File: config.mk
export PLATFORM = sky130hd
export DESIGN_NAME = addsub_8bit_reg_flat
export DESIGN_NICKNAME = d
export VERILOG_FILES = /design/src/rtl/addsub_8bit_reg_pkg.sv /design/src/rtl/addsub_8bit_reg_if.sv /design/src/rtl/addsub_8bit_reg_full_adder.sv /design/src/rtl/addsub_8bit_reg.sv /design/src/flat_wrapper.sv
export SDC_FILE = /design/constraint.sdc
export NUM_CORES = 1
export LEC_CHECK = 0
export ABC_CLOCK_PERIOD_IN_PS = 4800
export BUFFER_PORTS_ARGS = -buffer_cell sky130_fd_sc_hd__buf_2
export CELL_PAD_IN_SITES_DETAIL_PLACEMENT = 0
export CELL_PAD_IN_SITES_GLOBAL_PLACEMENT = 1
export CORE_ASPECT_RATIO = 1.2
export CORE_UTILIZATION = 34
export DETAILED_ROUTE_END_ITERATION = 8
export PLACE_DENSITY = 0.79
export SLEW_MARGIN = 20
export SYNTH_ARGS = -nofsm -noshare
export SYNTH_HDL_FRONTEND = slang
export SYNTH_SLANG_ARGS = --single-unit
File: constraint.sdc
create_clock -name clk -period 4.8 [get_ports clk]
set_clock_uncertainty 0.15 [all_clocks]
set_input_delay 0.72 -clock clk [delete_from_list [all_inputs] [get_ports clk]]
set_output_delay 0.72 -clock clk [all_outputs]
set_load 0.05 [all_outputs]
File: src/rtl/addsub_8bit_reg_pkg.sv
// Shared constants for the add/subtract datapath unit.
package alu_pkg;
   localparam int ALU_WIDTH = 8;
   localparam logic OP_ADD = 1'b0;
   localparam logic OP_SUB = 1'b1;
endpackage

File: src/rtl/addsub_8bit_reg_if.sv
// Operand/result bundle between the issuing stage and the add/sub unit.
interface addsub_8bit_reg_if #(parameter int WIDTH = 8);
   logic             in_valid;
   logic [WIDTH-1:0] a;
   logic [WIDTH-1:0] b;
   logic             op;
   logic             out_valid;
   logic [WIDTH-1:0] result;
   logic             carry_out;
   logic             overflow;
   logic             zero;
   logic             negative;

   modport master (
      output in_valid, a, b, op,
      input  out_valid, result, carry_out, overflow, zero, negative
   );
   modport slave (
      input  in_valid, a, b, op,
      output out_valid, result, carry_out, overflow, zero, negative
   );
endinterface

File: src/rtl/addsub_8bit_reg_full_adder.sv
// One-bit full adder; a link in the ripple-carry chain.
module full_adder (
   input  logic a,
   input  logic b,
   input  logic cin,
   output logic sum,
   output logic cout
);
   assign sum  = a ^ b ^ cin;
   assign cout = (a & b) | (a & cin) | (b & cin);
endmodule

File: src/rtl/addsub_8bit_reg.sv
// Registered add/subtract unit: ripple-carry core, flags and result captured
// one cycle after the operands are presented.
module addsub_8bit_reg
   import alu_pkg::*;
#(
   parameter int WIDTH = ALU_WIDTH
) (
   input logic clk,
   input logic rst,
   addsub_8bit_reg_if.slave bus
);
   logic [WIDTH-1:0] b_eff;
   logic [WIDTH-1:0] sum;
   logic [WIDTH:0]   carry;

   logic             out_valid_reg;
   logic [WIDTH-1:0] result_reg;
   logic             carry_out_reg;
   logic             overflow_reg;
   logic             zero_reg;
   logic             negative_reg;

   // Subtraction reuses the adder: invert b and inject a carry of one.
   assign b_eff    = bus.b ^ {WIDTH{bus.op}};
   assign carry[0] = (bus.op == OP_SUB);

   generate
      for (genvar gi = 0; gi < WIDTH; gi++) begin : g_ripple
         full_adder u_fa (
            .a    (bus.a[gi]),
            .b    (b_eff[gi]),
            .cin  (carry[gi]),
            .sum  (sum[gi]),
            .cout (carry[gi+1])
         );
      end
   endgenerate

   always_ff @(posedge clk) begin
      if (rst) begin
         out_valid_reg <= 1'b0;
         result_reg    <= '0;
         carry_out_reg <= 1'b0;
         overflow_reg  <= 1'b0;
         zero_reg      <= 1'b0;
         negative_reg  <= 1'b0;
      end else begin
         out_valid_reg <= bus.in_valid;
         // Idle cycles keep the last result and flags visible.
         if (bus.in_valid) begin
            result_reg    <= sum;
            carry_out_reg <= carry[WIDTH];
            overflow_reg  <= carry[WIDTH] ^ carry[WIDTH-1];
            zero_reg      <= (sum == '0);
            negative_reg  <= sum[WIDTH-1];
         end
      end
   end

   assign bus.out_valid = out_valid_reg;
   assign bus.result    = result_reg;
   assign bus.carry_out = carry_out_reg;
   assign bus.overflow  = overflow_reg;
   assign bus.zero      = zero_reg;
   assign bus.negative  = negative_reg;
endmodule

File: src/flat_wrapper.sv
// flat-port wrapper written by rule: the top's interface ports become plain ports
module addsub_8bit_reg_flat import alu_pkg::*;
#(
   parameter int WIDTH = ALU_WIDTH
)
  (clk, rst, bus_in_valid, bus_a, bus_b, bus_op, bus_out_valid, bus_result, bus_carry_out, bus_overflow, bus_zero, bus_negative);
  addsub_8bit_reg_if #(.WIDTH(WIDTH)) bus_i ();
  input logic clk;
  input logic rst;
  input wire logic [$bits(bus_i.in_valid)-1:0] bus_in_valid;
  input wire logic [$bits(bus_i.a)-1:0] bus_a;
  input wire logic [$bits(bus_i.b)-1:0] bus_b;
  input wire logic [$bits(bus_i.op)-1:0] bus_op;
  output wire logic [$bits(bus_i.out_valid)-1:0] bus_out_valid;
  output wire logic [$bits(bus_i.result)-1:0] bus_result;
  output wire logic [$bits(bus_i.carry_out)-1:0] bus_carry_out;
  output wire logic [$bits(bus_i.overflow)-1:0] bus_overflow;
  output wire logic [$bits(bus_i.zero)-1:0] bus_zero;
  output wire logic [$bits(bus_i.negative)-1:0] bus_negative;
  assign bus_i.in_valid = bus_in_valid;
  assign bus_i.a = bus_a;
  assign bus_i.b = bus_b;
  assign bus_i.op = bus_op;
  assign bus_out_valid = bus_i.out_valid;
  assign bus_result = bus_i.result;
  assign bus_carry_out = bus_i.carry_out;
  assign bus_overflow = bus_i.overflow;
  assign bus_zero = bus_i.zero;
  assign bus_negative = bus_i.negative;
  addsub_8bit_reg #(.WIDTH(WIDTH)) u_core (.clk(clk), .rst(rst), .bus(bus_i));
endmodule
### Word-level counts from Yosys, hierarchy flattened

Index checks and enable logic that the tools add are counted.

* register bits: 13
* bits of input ports: 20
* output and inout port bits: 13
* word-level logic and storage cells: 65

* bitwise operators: 58
* reductions and logical operators: 1

Operators with widths (number)
* $and 1x1->1: 24
* $xor 1x1->1: 17
* $or 1x1->1: 16
* $logic_not 8->1: 1
* $xor 8x8->8: 1

### Logic depth before layout (Yosys ltp)

Gate-level depths: netlist of the first run.

* depth after elaboration: 26
* mapped depth: 14
* gate-level depth less buffers: 13

### Cells and area by module

A second synthesis of the first run with hierarchy kept.

* cells, all modules: 58
* area, all modules: 680.7 um2

Modules (own cells, without submodules)
* addsub_8bit_reg: times used 1, cells each 50, area an instance 520.5 um2, sequential area each 240.2 um2
* full_adder: times used 8, cells each 1, area an instance 20.0 um2, sequential area each 0.0 um2

### Worst setup path after synthesis of the first run

Ideal clock, no wire load.

* kind: input -> register
* start: input port bus_op
* end: register u_core.zero_reg, in the netlist u_core.bus.zero
* setup time: 0.092 ns
* arrival: 3.938 ns
* required time: 4.558 ns
* slack: 0.620 ns
* cell stages on the path: 14
* buffers on the path: 1
* path through: buf_2 -> xor2_1 -> fa_1 -> fa_1 -> inv_1 -> fa_1 -> fa_1 -> fa_1 -> fa_1 -> inv_1 -> fa_1 -> and4bb_1 -> nand4_1 -> o32ai_1

* longest elaborated chain between the ends: 24
* elaborated cells between the ends (all ways): 53
* those cells by class: 52 x bitwise; 1 x reduce/logical

RTL lines
* from (decl): RTL line flat_wrapper.sv:13 `input wire logic [$bits(bus_i.op)-1:0] bus_op;`
* $xor 8x8->8: RTL line addsub_8bit_reg.sv:24 `assign b_eff = bus.b ^ {WIDTH{bus.op}};`
* $and 1x1->1: RTL line addsub_8bit_reg_full_adder.sv:10 `assign cout = (a & b) | (a & cin) | (b & cin);`
* $or 1x1->1 (2 in series): RTL line addsub_8bit_reg_full_adder.sv:10
* $and 1x1->1: RTL line addsub_8bit_reg_full_adder.sv:10
* $or 1x1->1 (2 in series): RTL line addsub_8bit_reg_full_adder.sv:10
* $and 1x1->1: RTL line addsub_8bit_reg_full_adder.sv:10
* $or 1x1->1 (2 in series): RTL line addsub_8bit_reg_full_adder.sv:10
* $and 1x1->1: RTL line addsub_8bit_reg_full_adder.sv:10
* [3 not listed]
* $or 1x1->1 (2 in series): RTL line addsub_8bit_reg_full_adder.sv:10
* $and 1x1->1: RTL line addsub_8bit_reg_full_adder.sv:10
* $or 1x1->1 (2 in series): RTL line addsub_8bit_reg_full_adder.sv:10
* $and 1x1->1: RTL line addsub_8bit_reg_full_adder.sv:10
* $or 1x1->1 (2 in series): RTL line addsub_8bit_reg_full_adder.sv:10
* $xor 1x1->1 (*): RTL line addsub_8bit_reg_full_adder.sv:9 `assign sum = a ^ b ^ cin;`
* named net u_core.g_ripple[7].u_fa.sum: RTL line addsub_8bit_reg_full_adder.sv:6 `output logic sum,`
* $logic_not 8->1 (*): RTL line addsub_8bit_reg.sv:54 `zero_reg <= (sum == '0);`
* to (signal assigned): RTL line addsub_8bit_reg.sv:54
* to (decl): RTL line addsub_8bit_reg.sv:20 `logic zero_reg;`

Mark *: on every way through the listed nets, which the timed path passes. The rest lies on a longest branch.
A chain may end at the register's enable or synchronous reset.

### Worst setup path after layout of the first run

Ends and elaborated chain as after synthesis.

==> qor.yml, run 1 <==
outcome:
  status: "finished clean"
cells_and_area:
  final_nets: 126
  fillers: 198
  antennaDiodeCount: 0
  utilization_pct: 45.24
  largest_reg_flops: 7
  layout-drive-gt1-share_pct: 44.90
  syn2layout_area_growth_pct: 24.96
critical_path:
  cp-end-kind: "register"
  worst_ep_arrival_time_ps: 4140
  ff2ff_setup_slack_ps: 3960
  cp.required_ps: 4840
  reg2reg_depth: 2
  crit_path_start_kind: "input port"
  path_class: "in -> reg"
  timing.rr.end: "u_core.bus.zero"
  regToRegStartpoint: "u_core.bus.zero"
  cp_max_fo: 8
synth:
  yosysUniqueCellTypes: 19
  yosysWarnings: 0
  synthesis.area_per_instance_um2: 11.07
  ys_seq_area_share_pct: 32.38
  synthCells: 67
  syn_area_um2: 742.0
  ys_ff_latch: 12
  synth_nets: 94
die:
  die_h_um: 53.18
  placement_rows: 18
  ios: 33
  die_x_um: 44.65
  core_mm2: 0.002049
  initial_core_util_pct: 36.20
  dieArea_mm2: 0.002374
clock_tree:
  htree_num_levels: 1
  clkSinkCount: 12
  cts_buffer_depth: 2
  cts-buffers-inserted: 3
  insertion_delay_ps: 280
  path_clk_slew_ps: 70
  tritoncts: "done"
  post_cts_buffers: 0
  cts_resized: 0
  root_buffer: "clkbuf_4"
  cts-hold-fix-buffers: 0
sta:
  rsz0062_at_grt: "false"
  finalSetupViolCount: 0
  report.final.hold_viol_count: 0
  max_slew_margin_pct: 73.44
  max_freq_ghz: 0.2435
  slew_violations: 0
  finalSetupTns_ps: 0
  period_minus_slack_ps: 4106
  fin_ws_ps: 693.7
  worst_pin_slew_ps: 398.5
  fin_crit_sh_pct: 85.55
  hold-worst-slack_ps: 328.9
grt:
  grt_max_degree: 19
  grt_pass1_wl_um: 2035
  globalRouteTotalUtil_pct: 11.92
  grt_pass1_vias: 544
  grt_antenna_before_repair: 0
  overflow: 0
min_path:
  hp-start: "u_core.bus.zero"
  min_path_cells: 2
  hold_class: "reg -> reg"
  hold-path-endpoint: "u_core.bus.zero"
placed_design:
  dp_slack_ps: 386.4
  globalplace.congestion: 0.6356
  dp_hpwl_um: 1027
  port-buffer-count: 32
power:
  power_density_mw_per_mm2: 351.3
  p_leak_nw: 0.4440
  finalPower_w: 0.0003257
  ir_drop_mv: 0.1896
drt:
  drt-total-wl_um: 1280
  ant_nets: 0
  vias_per_cell: 4.227
  drt_iter0_drc: 5
  drtPass1Iterations: 4
  drc: 0
  via_count: 541
  wire_per_inst_um: 10.00
job:
  drv_cap: 0
## logic make-up (layout without fill, tap and decap cells)
group,count (synthesis),in the layout,share of synthesized area [%]
AOI/OAI and AO/OA,6,6,9.612
muxes,6,6,8.263
DFF,12,12,32.38
adders and majority gates,7,7,18.89
xor gates and xnor gates,9,9,10.62
and+or+nand+nor,15,15,10.12
buffers and inverters,12,43,10.12
## power by group
group | internal, W | switching (W)
logic | 0.0000452 | 0.0000830
clock network | 0.0000461 | 0.0000359
registers | 0.000110 | 0.00000530
## worst max-delay path by stage
stage	start	to	slack, ps	depth (start not counted)
floorplan	bus_op	u_core.bus.zero	620	14
finish	bus_op	u_core.bus.zero	690	14
global placement	bus_op	u_core.bus.zero	420	14
CTS	bus_op	u_core.bus.zero	670	14
global route	bus_op	u_core.bus.zero	500	14
detailed placement	bus_op	u_core.bus.zero	390	14
## synthesized netlist by cell type
cell type	number	area, um^2
nor2_2	2	12.51
nand4_1	1	6.260
mux2i_1	5	50.05
dfxtp_1	12	240.2
xor2_1	3	26.28
buf_6	1	11.26
mux2_2	1	11.26
nor2b_1	1	6.260
o32ai_1	1	8.760
inv_1	7	26.28
xnor2_1	6	52.55
buf_2	2	10.01
buf_12	1	20.02
and4bb_1	1	12.51
fa_1	7	140.1
nor2_1	9	33.78
buf_4	1	7.510
nand2_1	1	3.750
a211oi_2	5	62.56
## cells in the final DEF, fill, tap and decap left out
master	instances
xnor2_1	6
and4bb_1	1
mux2_2	1
clkbuf_4	3
nor2_1	9
inv_1	7
dfxtp_1	12
fa_1	7
nor2b_1	1
buf_2	32
mux2i_1	5
nor2_2	2
o32ai_1	1
nand4_1	1
nand2_1	1
xor2_1	3
clkbuf_8	1
a211oi_2	5
## worst max-delay path: stages
cell and delay, ps:
buf_2 210, xor2_1 220, fa_1 220, fa_1 160
inv_1 50, fa_1 380, fa_1 390, fa_1 390
fa_1 420, inv_1 90, fa_1 420, and4bb_1 280
nand4_1 90, o32ai_1 100
## per-layer routing
layer  track usage (%)  up-vias  routed length, um
met1             12.00      244                539
li1                  -      275                  -
met3             1.024        2                 49
met5                 0        -                  0
met2             22.06       20                681
met4             9.091        0                 10
## metrics by stage
stage / instances / area, um^2
6_report: 128 / 927.1
5_1_grt: 128 / 927.1
4_1_cts: 128 / 927.1
3_5_place_dp: 124 / 890.9
3_3_place_gp: 124 / 890.9
2_1_floorplan: 67 / 742.0
## cell type report
| type | instances | area (um^2) | area share (%) |
|---|---|---|---|
| Clock buffer | 4 | 36.28 | 3.914 |
| Tap cell | 30 | 37.54 | 4.049 |
| Timing Repair Buffer | 32 | 160.2 | 17.27 |
| Multi-Input combinational cell | 43 | 426.7 | 46.02 |
| Inverter | 7 | 26.28 | 2.834 |
| Sequential cell | 12 | 240.2 | 25.91 |
(Power assumes the default switching activity.)
==> inputs of run 2 (changes only) <==
Settings changed: ABC_AREA from default to 1, BUFFER_PORTS_ARGS -buffer_cell sky130_fd_sc_hd__buf_2 to default, CORE_ASPECT_RATIO 1.2 to default, CORE_UTILIZATION 34 to 43, DONT_BUFFER_PORTS from default to 1, PLACE_DENSITY 0.79 to 0.76.
==> run 2 against run 1 <==
The flow now finishes with violations (DRC). Utilization increased by 3.0 points. Sequential cell count stayed put. Non-clock buffer count decreased by 32. Cell area fell by 18%. Synthesized cell count grew 19%. Sequential share of layout area is 5.7 points higher. Worst setup slack improved by 330 ps. First-iteration DRC count is 80% higher. Count of clock-buffer cells in the layout shrank 1. Critical path depth is 1 higher. Wire length is 2.7% lower. Total power fell by 14%.
==> qor.yml, run 2 <==
cells_and_area:
  final_cell_count_no_fill: 94  # was 128
  syn2layout_area_growth_pct: -0.8157  # was 24.96%
  final_nets: 107  # was 126
  final_cell_mix: "nor2_1, inv_1, dfxtp_1, nand2_1, fa_1"  # was buf_2, dfxtp_1, nor2_1, inv_1, fa_1
  layout_commonest_cell: "nor2_1"  # was buf_2
  largest_reg_flops: 7  # unchanged
  utilization_pct: 48.25  # was 45.24%
  fillers: 154  # was 198
  layout-drive-gt1-share_pct: 16.67  # was 44.90%
  antennaDiodeCount: 0  # unchanged
die:
  core_mm2: 0.001577  # was 0.002049 mm^2
  initial_core_util_pct: 48.65  # was 36.20%
  placement_rows: 14  # was 18
  die_x_um: 44.24  # was 44.65 um
  die_h_um: 44.24  # was 53.18 um
  ios: 33  # unchanged
  dieArea_mm2: 0.001957  # was 0.002374 mm^2
grt:
  overflow: 0  # unchanged
  grt_pass1_vias: 476  # was 544
  grt_antenna_before_repair: 0  # unchanged
  grt_max_degree: 20  # was 19
  grt_pass1_wl_um: 2118  # was 2035 um
  globalRouteTotalUtil_pct: 15.14  # was 11.92%
clock_tree:
  cts_buffer_depth: 2  # unchanged
  post_cts_buffers: 0  # unchanged
  cts-hold-fix-buffers: 0  # unchanged
  path_clk_slew_ps: 70  # about the same
  root_buffer: "clkbuf_4"  # unchanged
  tritoncts: "done"  # unchanged
  insertion_delay_ps: 270  # was 280 ps
  cts-buffers-inserted: 3  # unchanged
  cts_resized: 0  # unchanged
  htree_num_levels: 1  # unchanged
  clkSinkCount: 12  # unchanged
power:
  ir_drop_mv: 0.1346  # was 0.1896 mV
  finalPower_w: 0.0002802  # was 0.0003257 W
  power_density_mw_per_mm2: 368.3  # was 351.3 mW/mm^2
  p_leak_nw: 0.3259  # was 0.4440 nW
synth:
  synthCells: 80  # was 67
  ys_top_cells_by_count: "nor2_1, dfxtp_1, inv_1"  # was dfxtp_1, nor2_1, fa_1, inv_1, xnor2_1
  synth-xor-area-share_pct: 10.28  # was 10.62%
  yosysTopAreaCell: "dfxtp_1"  # unchanged
  synth.area.top_cells: "dfxtp_1, fa_1, a211oi_2"  # unchanged
  async_flop_share_pct: 0  # unchanged
  yosys.cell_count.top_type: "nor2_1"  # was dfxtp_1
  syn_area_um2: 767.0  # was 742.0 um^2
  muxShareOfSynthArea_pct: 1.468  # was 8.263%
  yosysUniqueCellTypes: 20  # was 19
  yosysWarnings: 0  # unchanged
  synth_edf_count: 0  # unchanged
  ys_ff_latch: 12  # unchanged
  synth-compound-area-share_pct: 12.23  # was 9.612%
  synthesis.area_per_instance_um2: 9.587  # was 11.07 um^2
  synthSimpleGateAreaFrac_pct: 14.19  # was 10.12%
  synth_top_area_share_pct: 31.32  # was 32.38%
  ys_seq_area_share_pct: 31.32  # was 32.38%
  yosys.area_share.adder_pct: 18.27  # was 18.89%
  synth_nets: 107  # was 94
  synth_top_family_by_area: "adder cells"  # unchanged
  dominantRegCellSynth: "dfxtp_1"  # unchanged
drt:
  wire_per_inst_um: 13.26  # was 10.00 um
  drtPass1Iterations: 7  # was 4
  via_count: 479  # was 541
  maxUsedRoutingLayer: "met4"  # unchanged
  wl_met3_um: 120  # was 49 um
  vias_per_cell: 5.096  # was 4.227
  wl_met1_um: 559  # was 539 um
  wl_met2_um: 550  # was 681 um
  drc: 2  # was 0
  ant_nets: 0  # unchanged
  drt_iter0_drc: 9  # was 5
  drt-total-wl_um: 1246  # was 1280 um
sta:
  report.final.hold_viol_count: 0  # unchanged
  finalSetupTns_ps: 0  # unchanged
  max_slew_margin_pct: 35.87  # was 73.44%
  period_minus_slack_ps: 3781  # was 4106 ps
  finalSetupViolCount: 0  # unchanged
  fin_crit_sh_pct: 78.77  # was 85.55%
  worst_pin_slew_ps: 960.7  # was 398.5 ps
  rsz0062_at_grt: "false"  # unchanged
  slew_violations: 0  # unchanged
  max_freq_ghz: 0.2645  # was 0.2435 GHz
critical_path:
  timing.rr.end: "u_core.bus.negative"  # was u_core.bus.zero
  cp.required_ps: 4860  # was 4840 ps
  ff2ff_setup_slack_ps: 3300  # was 3960 ps
  crit_buf_inv: 3  # unchanged
  cp_top_family: "adder cells"  # unchanged
  endpoint: "u_core.bus.zero"  # unchanged
  regToRegStartpoint: "u_core.bus.negative"  # was u_core.bus.zero
  worst-path-stages: 15  # was 14
  critPathMostFrequentCell: "fa_1"  # unchanged
  reg2reg_depth: 2  # unchanged
  worst_ep_arrival_time_ps: 3840  # was 4140 ps
  cp_max_fo: 8  # unchanged
  cpPeakStageDelay_ps: 410  # was 420 ps
  path_class: "in -> reg"  # unchanged
  slowest_stage: "fa_1"  # unchanged
  cp_cell_sequence: "xor2_1 > fa_1 > fa_1 > inv_1 > fa_1 > fa_1 > fa_1 > fa_1 > inv_1 > fa_1 > inv_1 > nand2_1 > nor2_1 > nand3_1 > a21oi_2"  # was buf_2 > xor2_1 > fa_1 > fa_1 > inv_1 > fa_1 > fa_1 > fa_1 > fa_1 > inv_1 > fa_1 > and4bb_1 > nand4_1 > o32ai_1
  crit_start: "bus_op"  # unchanged
  cp-end-kind: "register"  # unchanged
  crit_path_start_kind: "input port"  # unchanged
placed_design:
  dp_hpwl_um: 971.5  # was 1027 um
  globalplace.congestion: 0.7020  # was 0.6356
  placed_cells: 91  # was 124
  port-buffer-count: 0  # was 32
outcome:
  status: "complete, but fails checks"  # was finished clean
  violations: "DRC"
job:
  drv_cap: 0  # unchanged
min_path:
  hold_class: "in -> reg"  # was reg -> reg
## run 2: changes by cell type after synthesis, moves of 4 or more
| cell | change |
|---|---|
| inv_1 | +5 |
| mux2i_1 | -5 |
| nand2_1 | +7 |
| nor2_1 | +4 |
## run 2: routing by layer
metal	vias up	track usage [%]
met5	-	0
met4	0	7.273
met3	2	5.306
met2	25	21.47
met1	210	20.57
li1	242	-
## run 2: stage by stage
step	area (um^2)	worst slack, ps	hold slack (ps)
2_1_floorplan	767.0	683.7	530.3
3_3_place_gp	738.2	751.1	546.3
3_5_place_dp	738.2	697.4	548.2
4_1_cts	760.7	970.3	344.5
5_1_grt	760.7	849.3	333.3
6_report	760.7	1019	354.5
## run 2: where the power goes
part	internal (W)	switching, W
logic	0.0000319	0.0000341
registers	0.000109	0.0000433
clock network	0.0000290	0.0000325
total	0.000170	0.000110
## run 2: how the worst min path moves through the flow
stage / cells past startpoint / to / startpoint / slack [ps]
5_1_grt: 1 / u_core.bus.zero / rst / 330
3_5_place_dp: 2 / u_core.bus.carry_out / u_core.bus.carry_out / 550
4_1_cts: 1 / u_core.bus.zero / rst / 340
6_report: 1 / u_core.bus.zero / rst / 350
3_3_place_gp: 2 / u_core.bus.carry_out / u_core.bus.carry_out / 550
2_1_floorplan: 2 / u_core.bus.carry_out / u_core.bus.carry_out / 530
## run 2: cell type report
type / instances / area [um^2] / area share (%)
Tap cell: 16 / 20.02 / 2.632
Clock buffer: 3 / 22.52 / 2.961
Inverter: 12 / 45.04 / 5.921
Multi-Input combinational cell: 51 / 432.9 / 56.91
Sequential cell: 12 / 240.2 / 31.58
## run 2: logic make-up (layout without fill, tap and decap cells)
logic type                 count (synthesis)  after routing
and+or+nand+nor                           25             25
buffers and inverters                     17             15
DFF                                       12             12
AOI/OAI and AO/OA                          9              9
xor gates and xnor gates                   9              9
adders and majority gates                  7              7
muxes                                      1              1
